## config.mk

```make
export PLATFORM = sky130hd
export DESIGN_NAME = slice_swap_fifo
export DESIGN_NICKNAME = d
export VERILOG_FILES = /design/src/rtl/slice_swap_fifo.sv
export SDC_FILE = /design/constraint.sdc
export NUM_CORES = 1
export LEC_CHECK = 0
export BUFFER_PORTS_ARGS = -buffer_cell sky130_fd_sc_hd__clkbuf_2
export CAP_MARGIN = 15
export CORE_MARGIN = 3
export CORE_UTILIZATION = 49
export CTS_BUF_LIST = sky130_fd_sc_hd__clkbuf_4 sky130_fd_sc_hd__clkbuf_8
export DETAILED_ROUTE_END_ITERATION = 10
export PLACE_DENSITY_LB_ADDON = 0.3
export SYNTH_ARGS = -nofsm -noshare
export SYNTH_HDL_FRONTEND = slang
export SYNTH_SLANG_ARGS = --single-unit
```

## constraint.sdc

```tcl
create_clock -name CLK -period 2 [get_ports CLK]
set_clock_uncertainty 0.05 [all_clocks]
set_input_delay 0.1 -clock CLK [delete_from_list [all_inputs] [get_ports CLK]]
set_output_delay 0.1 -clock CLK [all_outputs]
set_load 0.02 [all_outputs]
```

## src/rtl/slice_swap_fifo.sv

```systemverilog
// -----------------------------------------------------------------------------
// slice_swap_fifo
//
// Synchronous FIFO of DEPTH 16-bit entries. Each word is stored either
// byte-swapped (SWAP=1) or unchanged (SWAP=0). The head of the queue is
// presented on out_data, or zero when the queue is empty.
//
// Handshake flags are decoded only from the registered occupancy. As a
// result, a full queue refuses a push even if a pop happens on the same
// edge. There is no bypass: a word becomes visible on the cycle after the
// edge that pushed it.
//
// Parameters
//   DEPTH     number of entries; a power of two from 2 to 16 (default 4)
//   SWAP      1 = store {in_data[7:0], in_data[15:8]}, 0 = store as-is
//
// Ports
//   CLK       clock; all state updates on the rising edge
//   RESET     synchronous, active-high; flushes pointers and count
//   in_data   upstream word
//   in_valid  upstream word valid
//   in_ready  block can accept a word this cycle (count < DEPTH)
//   out_data  head-of-queue word in stored form; 16'h0000 when empty
//   out_valid out_data valid (count != 0)
//   out_ready downstream consumes the head this cycle
//   count     current occupancy, 0..DEPTH
// -----------------------------------------------------------------------------
module slice_swap_fifo #(
    parameter int DEPTH = 4,
    parameter int SWAP  = 1
) (
    input  logic                       CLK,
    input  logic                       RESET,
    input  logic [15:0]                in_data,
    input  logic                       in_valid,
    output logic                       in_ready,
    output logic [15:0]                out_data,
    output logic                       out_valid,
    input  logic                       out_ready,
    output logic [$clog2(DEPTH):0]     count
);

    localparam int PTR_W = $clog2(DEPTH);
    localparam int CNT_W = PTR_W + 1;

    // Catch unsupported sizes at elaboration. The pointer wrap below
    // relies on DEPTH being an exact power of two.
    generate
        if ((DEPTH < 2) || (DEPTH > 16) || ((DEPTH & (DEPTH - 1)) != 0)) begin : g_bad_depth
            $error("slice_swap_fifo: DEPTH must be a power of two in 2..16");
        end
        if ((SWAP != 0) && (SWAP != 1)) begin : g_bad_swap
            $error("slice_swap_fifo: SWAP must be 0 or 1");
        end
    endgenerate

    // Convert an incoming word to the form it is stored in.
    function automatic logic [15:0] store_form(input logic [15:0] w);
        if (SWAP != 0) begin
            return {w[7:0], w[15:8]};
        end
        return w;
    endfunction

    // -------------------------------------------------------------------------
    // State
    // -------------------------------------------------------------------------
    logic [15:0]      mem_q [DEPTH];
    logic [PTR_W-1:0] wr_ptr_q, wr_ptr_d;
    logic [PTR_W-1:0] rd_ptr_q, rd_ptr_d;
    logic [CNT_W-1:0] count_q,  count_d;

    logic push;
    logic pop;

    // -------------------------------------------------------------------------
    // Flags: decoded only from registered count
    // -------------------------------------------------------------------------
    assign in_ready  = (count_q < CNT_W'(DEPTH));
    assign out_valid = (count_q != '0);
    assign count     = count_q;

    // The zero mask ensures that stale or never-written storage cannot
    // leak out while the queue is empty.
    assign out_data  = out_valid ? mem_q[rd_ptr_q] : 16'h0000;

    assign push = in_valid  & in_ready;
    assign pop  = out_valid & out_ready;

    // -------------------------------------------------------------------------
    // Next-state logic
    // -------------------------------------------------------------------------
    always_comb begin
        wr_ptr_d = wr_ptr_q;
        rd_ptr_d = rd_ptr_q;
        count_d  = count_q;

        // Pointers are exactly log2(DEPTH) bits wide, so incrementing
        // them wraps from DEPTH-1 to 0 naturally.
        if (push) begin
            wr_ptr_d = wr_ptr_q + PTR_W'(1);
        end
        if (pop) begin
            rd_ptr_d = rd_ptr_q + PTR_W'(1);
        end

        unique case ({push, pop})
            2'b10:   count_d = count_q + CNT_W'(1);
            2'b01:   count_d = count_q - CNT_W'(1);
            default: count_d = count_q;
        endcase
    end

    // -------------------------------------------------------------------------
    // Control registers (reset)
    // -------------------------------------------------------------------------
    always_ff @(posedge CLK) begin
        if (RESET) begin
            wr_ptr_q <= '0;
            rd_ptr_q <= '0;
            count_q  <= '0;
        end else begin
            wr_ptr_q <= wr_ptr_d;
            rd_ptr_q <= rd_ptr_d;
            count_q  <= count_d;
        end
    end

    // -------------------------------------------------------------------------
    // Storage (no reset)
    // -------------------------------------------------------------------------
    // A write during reset is harmless: count is forced to zero, so the
    // entry is never exposed and is overwritten by later pushes.
    always_ff @(posedge CLK) begin
        if (push) begin
            mem_q[wr_ptr_q] <= store_form(in_data);
        end
    end

endmodule
```

==> results summary, run 1 <==
The maximum achievable frequency came out at 0.517 GHz. The placed cell area came out at 0.00324 mm2. Internal power comes to 3.50 mW. The total overflow left after global routing is 0. The largest total area in the synthesized netlist belongs to sky130_fd_sc_hd__edfxtp_1.

The cell chosen for the clock root is sky130_fd_sc_hd__clkbuf_8. The count of cells in the finished layout, fillers not included, comes to 302. The number of buffers added by the clock tree synthesis step came out at 9. Of the cells placed in the final design, the portion with a size suffix greater than 1 is 0.357.

The flow ran to the end, and the final reports show no timing, DRC or antenna violations. The pin count of the biggest net entering global routing is 20. The sequential share of power came out at 0.392. The worst pin sits at a relative slew slack of 0.797. For this design the top-level I/O count stands at 41. Of the total power, the clock network draws 0.248. On the worst path, the slowest cell contributes a delay of 0.39 ns. The via count of the first global-routing pass is 1,711. The analysis attributes to cell leakage a power of 1.40 nW. The slowest stage of the critical path is the sky130_fd_sc_hd__dfxtp_4 cell.

The count of mapped cells out of synthesis is 154. 0 antenna diodes ended up in the layout. The area fraction of the dominant cell type after synthesis is 0.656. The layout net count came out at 251. The signed area change from the synthesized netlist to the final layout came out at 25.8%. In the post-synthesis netlist, the cell with the most instances is sky130_fd_sc_hd__edfxtp_1. The final setup slack of the worst path is 0.0668 ns. The peak supply drop came out at 670 uV. STA classifies the critical path startpoint as a flop. In the routed layout, each cell is associated on average with a via count of 5.25. The post-synthesis instance area is 0.00293 mm2. The total iterations of the first detailed-routing run is 4.

The endpoint arrival time on the critical path came out at 2.14 ns. The cell count after placement came out at 267. The count of input and output buffers is 40. The floorplan step defined a core boundary enclosing 0.00564 mm2. The total number of placement rows came out at 27.

TritonCTS built the clock tree. The number of levels the H-tree was split into came out at 3. STA puts the critical path data required time at 2.20 ns.

Summed over all nets, the half-perimeter wirelength after detailed placement is 3.21 mm. Counting buffers and inverters, the worst setup path is 8 cells deep. The global placement routability congestion is 0.785. The cell family with the largest share of critical-path delay is adder cells.

The fill cell instance count of the final layout came out at 409. The top flip-flop cell by instance count after synthesis is sky130_fd_sc_hd__edfxtp_1. The total count of hold-check failures in the final report came out at 0. Yosys mapped the design onto 25 distinct sky130hd cell types.

The post-synth net total came out at 180. At the pin with the least slew margin, the transition time is 0.303 ns. The number of violations of the max-capacitance limit came out at 0. The initial antenna violation count is 0. The multi-input combinational cell area came out at 748 um2.

Of the total power, the share spent switching nets is 0.314. Setup repair after global routing left no endpoint under its margin. The max-slew violation count came out at 0. The die covers 0.00694 mm2. For this run, the number of Yosys warnings is 0. The type of the worst setup path is flop to flop. The flip-flop and latch count after synthesis came out at 73. The most used cell along the critical path is sky130_fd_sc_hd__inv_1. The number of violations reported at the end of detailed-routing iteration 0 came out at 76.

The starting density of the core came out at 0.519. The horizontal die dimension is 83.3 um. Of the available clock period, the critical path in the final layout requires 0.967. The synthesized area divided by synthesized cell count is 19.0 um2. The share of the yosys chip area belonging to registers came out at 0.718. The signal on the critical path passes through nor2b_2 > inv_1 > ha_1 > inv_1 > fa_1 > xor2_1 > or3_1 > a21oi_1. The die height came out at 83.3 um. After clock tree synthesis, the clock-pin slew on the worst setup and hold paths is 0.07 ns. The summed area of non-filler cells in the final layout is 0.00368 mm2. STA classifies the critical path endpoint as a flop.

The average wire per cell in the routed design is 17.0 um. The buffer and inverter count on the worst path came out at 2. The later-pin clock latency in the skew report is 0.33 ns. The total via count after detailed routing came out at 1,584.

The combinational share of power came out at 0.361. Counting instances in the post-synthesis netlist gives the leading cell types as sky130_fd_sc_hd__edfxtp_1, sky130_fd_sc_hd__and2b_1, sky130_fd_sc_hd__mux4_2. CTS saw 73 sinks. The wire length of the first global-routing pass came out at 8.40 mm. In this run the worst hold path is classified as input pin to flop. The number of buffers between clock root and the deepest sink is 2. The number of enable flip-flop cells after synthesis is 64.

The net switching power is 1.60 mW. The total setup violations reported at the end of the flow came out at 0. For this block, the routed nets add up to 5.14 mm of wire. The highest net fanout along the worst path came out at 7. In the post-synthesis netlist, the biggest area contributors are sky130_fd_sc_hd__edfxtp_1, sky130_fd_sc_hd__mux4_2, sky130_fd_sc_hd__dfxtp_1, sky130_fd_sc_hd__mux4_1, sky130_fd_sc_hd__and2b_1. Across the whole layout, storage elements account for 0.00211 mm2.

In the global route stage, overall resource usage came out at 0.160. The post-route setup TNS came out at 0 ns. The ratio of total power to cell area came out at 1380 mW/mm2. OpenSTA, run right after detailed placement, puts the worst setup slack at -0.0170 ns. The routed design could run at a clock period as short as 1.93 ns.

The number of cells on the worst hold path came out at 4. The fraction of synthesis flops using an asynchronous set or reset pin is 0. The number of cells on the worst reg-to-reg path came out at 8. In this run the remaining antenna-violating nets after routing total 0. For this run, design rule violations remaining after detail routing come to 0.
## routing by layer
layer	routed length, um	track usage
met1	1950	0.185
met2	2810	0.278
met3	279	0.0407
met4	104	0.0728
met5	0	0
## layout by cell type, fill, tap and decap left out, drive strengths merged, types with 2 or more instances in the layout
cell and n:
edfxtp 64, clkbuf 54, dlygate4sd3 17, mux4 16, and2b 11, inv 9
buf 9, dfxtp 9, nor2 7, nor2b 6, ha 5, and2 4
xor2 3, a21oi 3, o21ai 2, or3 2, bufinv 2
## worst min-delay path, cell delays in order
cell,delay (ns)
sky130_fd_sc_hd__clkbuf_2,0.10
sky130_fd_sc_hd__o31ai_2,0.08
sky130_fd_sc_hd__xor2_1,0.08
sky130_fd_sc_hd__nor2_1,0.07
## per-stage QoR
| stage | utilization | total power, mW | hold WS (ns) |
|---|---|---|---|
| floorplan | - | 3.23 | 0.149 |
| global placement | 0.574 | 3.71 | 0.262 |
| detailed placement | 0.574 | 3.78 | 0.274 |
| CTS | 0.645 | 5.07 | 0.0975 |
| global route | 0.653 | 5.39 | 0.0714 |
| finish | 0.653 | 5.10 | 0.0837 |
## power by group through the flow
stage	registers, mW	logic (mW)	clock network [mW]
2_1_floorplan	2.02	1.21	0
3_3_place_gp	1.99	1.73	0
3_5_place_dp	2.01	1.77	0
4_1_cts	1.98	1.81	1.29
5_1_grt	2.02	2.00	1.37
6_report	2.00	1.84	1.26
## area by class of cell
type / count / share of cell area
tap: 72 / 0.0245
timing repair buffer: 67 / 0.129
multi-input combinational: 65 / 0.203
clock inverter: 3 / 0.0177
inverter: 9 / 0.00917
sequential: 73 / 0.573
clock buffer: 13 / 0.0435
## registers in the layout (all words and copies together), names as in the netlist, named ones only
signal / cells
count: 3
mem_q: 64
rd_ptr_q: 2
wr_ptr_q: 2
## path summary, 6_finish.rpt
| path | startpoint | end | slack, ns |
|---|---|---|---|
| setup / recovery | count[2] | count[2] | 0.07 |
| hold / removal | out_ready | flop | 0.08 |
| setup reg to reg | count[2] | count[2] | 0.07 |
| hold reg to reg | rd_ptr_q[1] | rd_ptr_q[1] | 0.45 |
## kinds of logic after synthesis
| kind of cell | Yosys count | share of synthesized area |
|---|---|---|
| compound gates | 6 | 0.0111 |
| xor+xnor | 4 | 0.0120 |
| fa+ha+maj | 6 | 0.0282 |
| buf+inv | 16 | 0.0295 |
| flops | 73 | 0.718 |
| mux | 17 | 0.134 |
| simple gates | 32 | 0.0675 |
## timing repair
item | 4_1_cts | 5_1_grt
endpoints found under the setup margin | 1 | 4
hold buffers | 17 | 0
gates cloned | 0 | 1
setup buffers | 0 | 1
endpoints found under the hold margin | 71 | 0
resized for setup | 1 | 5
Note: power is estimated with default switching activity, not from simulation.
==> run 2: changes to the inputs <==
--- a/config.mk
+++ b/config.mk
@@ -5,8 +5,8 @@
 export SDC_FILE = /design/constraint.sdc
 export NUM_CORES = 1
 export LEC_CHECK = 0
+export ABC_AREA = 1
 export BUFFER_PORTS_ARGS = -buffer_cell sky130_fd_sc_hd__clkbuf_2
-export CAP_MARGIN = 15
 export CORE_MARGIN = 3
 export CORE_UTILIZATION = 49
 export CTS_BUF_LIST = sky130_fd_sc_hd__clkbuf_4 sky130_fd_sc_hd__clkbuf_8
==> results summary, run 2 <==
The via count of the first global-routing pass was 1,849 (was 1,711). The number of buffers added by the clock tree synthesis step is 9 (unchanged). Result of the run: complete, no violations (unchanged).

The total chip power was 4.81 mW (was 5.10 mW). The global route total overflow is 0 (unchanged). The leakage power came to 1.41 nW (was 1.40 nW).

The worst reg2reg path endpoint was count[2] (unchanged). The register with the most flip-flops is mem_q (unchanged). The vias per cell was 4.87 (was 5.25). The floorplan core area came out at 0.00571 mm2 (was 0.00564 mm2).

The starting density of the core came out at 0.527 (was 0.519). The flip-flop count of the largest register, all copies and words added came out at 64 (unchanged). Largest cells by area after synthesis: sky130_fd_sc_hd__edfxtp_1, sky130_fd_sc_hd__nor2_1, sky130_fd_sc_hd__dfxtp_1, sky130_fd_sc_hd__o21ai_1, sky130_fd_sc_hd__a21oi_1 (was sky130_fd_sc_hd__edfxtp_1, sky130_fd_sc_hd__mux4_2, sky130_fd_sc_hd__dfxtp_1, sky130_fd_sc_hd__mux4_1, sky130_fd_sc_hd__and2b_1). The total count of hold-check failures in the final report came to 0 (unchanged).

The worst relative slew slack came out at 0.766 (was 0.797). The buffer and inverter count on the worst path came out at 3 (was 2). The type of the worst setup path is flop to flop (unchanged). The count of input and output buffers came out at 40 (unchanged).

The clock period minus worst slack is 1.83 ns (was 1.93 ns). The cell count after placement was 363 (was 267). The most used cell along the critical path is sky130_fd_sc_hd__nand2_1 (was sky130_fd_sc_hd__inv_1). The area enclosed by the die boundary came to 0.00711 mm2 (was 0.00694 mm2).

The combined global-route utilization of all metal layers came to 0.160 (about the same). The total number of placement rows is 27 (unchanged). The number of cells on the worst reg-to-reg path is 13 (was 8). The remaining antenna violation count is 0 (unchanged). Leading cell types in the layout, fill and taps excluded: sky130_fd_sc_hd__nor2_1, sky130_fd_sc_hd__edfxtp_1, sky130_fd_sc_hd__clkbuf_2, sky130_fd_sc_hd__o21ai_1, sky130_fd_sc_hd__a21oi_1 (was sky130_fd_sc_hd__edfxtp_1, sky130_fd_sc_hd__clkbuf_2, sky130_fd_sc_hd__dlygate4sd3_1, sky130_fd_sc_hd__and2b_1). The global placement routability congestion came out at 0.715 (was 0.785). The peak supply drop is 885 uV (was 670 uV). The final worst hold slack came to 0.0163 ns (was 0.0837 ns). The number of enable flip-flop cells after synthesis is 64 (unchanged). The wire length of the first global-routing pass came out at 8.60 mm (was 8.40 mm).

The total iterations of the first detailed-routing run is 4 (unchanged). The cell with the most instances after synthesis is sky130_fd_sc_hd__nor2_1 (was sky130_fd_sc_hd__edfxtp_1). The beginning of the worst hold path was out_ready (unchanged).

The library cell contributing the largest single delay on the critical path is sky130_fd_sc_hd__dfxtp_1 (was sky130_fd_sc_hd__dfxtp_4). The average wire per cell in the routed design is 13.5 um (was 17.0 um). The number of violations of the max-capacitance limit came to 0 (unchanged).

For hold timing, the worst endpoint is rd_ptr_q[1]. The synthesized area divided by synthesized cell count is 11.8 um2 (was 19.0 um2). The data required time of the critical path came out at 2.18 ns (was 2.20 ns). The routed metal-1 wirelength came out at 2.17 mm (was 1.95 mm). The number of levels the H-tree was split into was 3 (unchanged). The post-synthesis instance area came out at 0.00301 mm2 (was 0.00293 mm2). The later-pin clock latency in the skew report is 0.33 ns (about the same). The total setup violations reported at the end of the flow was 0 (unchanged). The area fraction of the dominant cell type after synthesis is 0.639 (was 0.656).

The highest net fanout along the worst path is 5 (was 7). The startpoint of the worst register-to-register path is count[0] (was count[2]). The total via count after detailed routing is 1,927 (was 1,584).

Leading post-synthesis cells by instance count: sky130_fd_sc_hd__nor2_1, sky130_fd_sc_hd__edfxtp_1, sky130_fd_sc_hd__o21ai_1 (was sky130_fd_sc_hd__edfxtp_1, sky130_fd_sc_hd__and2b_1, sky130_fd_sc_hd__mux4_2). The die height came out at 84.3 um (was 83.3 um). The horizontal die dimension came out at 84.3 um (was 83.3 um). The number of cells on the worst hold path came out at 3 (was 4).

The endpoint arrival time on the critical path is 2.01 ns (was 2.14 ns). The total detailed-routing wirelength came out at 5.33 mm (was 5.14 mm). The capturing element type of the critical path is a flop (unchanged).

The final instance count without filler cells is 396 (was 302). The layout cell share with drive strength beyond 1 came out at 0.213 (was 0.357). The internal reg-to-reg setup slack came out at 0.17 ns (was 0.07 ns). The count of mapped cells out of synthesis is 255 (was 154). The number of buffers between clock root and the deepest sink is 2 (unchanged). Unrepaired setup endpoints after global routing: false (unchanged). The total number of clock tree sinks is 73 (unchanged). The number of violations reported at the end of detailed-routing iteration 0 came out at 126 (was 76). The maximum achievable frequency came to 0.547 GHz (was 0.517 GHz). The total length of routed met2 wires is 2.73 mm (was 2.81 mm). The maximum single-stage delay on the critical path came out at 0.39 ns (about the same).

Worst path cell trace: nor2_1 > nand2_2 > nand2_1 > inv_1 > ha_1 > inv_1 > fa_1 > inv_1 > nand2_1 > nand3_1 > nand2_1 > nand2_1 > nor2_1 (was nor2b_2 > inv_1 > ha_1 > inv_1 > fa_1 > xor2_1 > or3_1 > a21oi_1). The post-route setup TNS was 0 ns (unchanged). The most common library cell in the layout ignoring fill and taps is sky130_fd_sc_hd__nor2_1 (was sky130_fd_sc_hd__edfxtp_1). The final clock period utilization by the worst path is 0.914 (was 0.967). The ratio of total power to cell area came out at 1320 mW/mm2 (was 1380 mW/mm2).

The share of the yosys chip area belonging to registers was 0.699 (was 0.718). The clock transition at the registers of the reported paths is 0.07 ns (about the same). The number of primary I/O pins came to 41 (unchanged). The kind of start point of the critical path is a flop (unchanged).

The pin count of the biggest net entering global routing was 33 (was 20). The classification of the worst-slack hold path is input pin to flop (unchanged). The highest signal layer in the routed design is met4 (unchanged). The cell chosen for the clock root is sky130_fd_sc_hd__clkbuf_8 (unchanged). The post-synth net total is 281 (was 180).

The placed cell area came to 0.00323 mm2 (was 0.00324 mm2). The layout net count is 345 (was 251). The summed area of non-filler cells in the final layout came out at 0.00364 mm2 (was 0.00368 mm2). The cell family with the largest share of critical-path delay is adder cells (unchanged). The number of DRC violations after detailed routing came out at 0 (unchanged).

The actual slew at the worst max-slew pin is 0.350 ns (was 0.303 ns). The number of inserted diodes is 0 (unchanged). The signed area change from the synthesized netlist to the final layout is 20.9% (was 25.8%). The total half-perimeter wirelength after legalization and detailed placement is 3.16 mm (was 3.21 mm).

The initial antenna violation count was 0 (unchanged). The TritonCTS clock tree was done (unchanged). The number of distinct library cell variants in the gate-level netlist after synthesis was 18 (was 25).

The top flip-flop cell by instance count after synthesis was sky130_fd_sc_hd__edfxtp_1 (unchanged). The routed length on met3 is 371 um (was 279 um). The flip-flop and latch count after synthesis was 73 (unchanged). The yosys synthesis warning count was 0 (unchanged). The fraction of synthesis flops using an asynchronous set or reset pin is 0 (unchanged). The post-synthesis cell type with the largest combined area is sky130_fd_sc_hd__edfxtp_1 (unchanged). The max-slew violation count is 0 (unchanged).
[run 2: cell types whose count changed in the layout (fill, tap and decap cells not counted), sizes merged, moves of 3 or more]
cell,before,now
nor2,7,74
nand2,1,12
nand3,0,3
inv,9,19
a21oi,3,21
and2b,11,0
mux4,16,0
xor2,3,0
nor2b,6,0
and2,4,0
o21ai,2,36
[run 2: per-stage QoR]
stage	setup slack, ns	util
5_1_grt	0.0191	0.637
2_1_floorplan	0.0604	-
6_report	0.173	0.637
3_3_place_gp	0.263	0.566
4_1_cts	0.147	0.637
3_5_place_dp	0.194	0.566
[run 2: worst max-delay path by stage]
stage                        endpoint  cells after the start  slack [ns]     start
final                        count[2]                     13        0.17  count[0]
after CTS                 out_data[2]                      5        0.15      flop
after detailed placement     count[2]                     13        0.19  count[0]
after global placement       count[2]                     13        0.26  count[0]
after global routing         count[2]                     12        0.02  count[0]
after floorplan              count[2]                     13        0.06  count[2]
[run 2: worst reg2reg max path, cell delays in order, from the launching register on]
cell and delay [ns]:
sky130_fd_sc_hd__dfxtp_1 0.39, sky130_fd_sc_hd__nor2_1 0.08, sky130_fd_sc_hd__nand2_2 0.10, sky130_fd_sc_hd__nand2_1 0.07, sky130_fd_sc_hd__inv_1 0.08, sky130_fd_sc_hd__ha_1 0.16
sky130_fd_sc_hd__inv_1 0.07, sky130_fd_sc_hd__fa_1 0.38, sky130_fd_sc_hd__inv_1 0.06, sky130_fd_sc_hd__nand2_1 0.05, sky130_fd_sc_hd__nand3_1 0.08, sky130_fd_sc_hd__nand2_1 0.06
sky130_fd_sc_hd__nand2_1 0.05, sky130_fd_sc_hd__nor2_1 0.04
[run 2: final cells by class]
type	count	area [um2]
sequential	73	2100
fill	452	2070
multi-input combinational	152	711
timing repair buffer	64	423
clock buffer	12	159
tap	72	90.1
inverter	19	76.3
clock inverter	4	75.1
[run 2: timing repair]
item | in CTS | in global routing
setup buffers | 0 | 0
hold endpoints to repair | 66 | 0
hold buffers | 17 | 0
gates resized for setup | 0 | 0
[run 2: report_power, final]
group          internal [mW]  total [mW]  leakage, nW  switching, mW
Clock                  0.784        1.28        0.112          0.498
Combinational          0.486        1.59        0.639           1.11
Sequential              1.86        1.93        0.661         0.0695
[run 2: logic make-up after synthesis]
group,share of synthesized area
AND/OR/NAND/NOR,0.114
buffers and inverters,0.0645
AO/OA/AOI/OAI,0.0949
flip-flops,0.699
adder cells (fa/ha/maj),0.0275
[run 2: metal layers]
layer  global-route usage  vias up
met4               0.0691        0
li1                     -      995
met5                    0        -
met3               0.0520        9
met2                0.273       49
met1                0.187      874
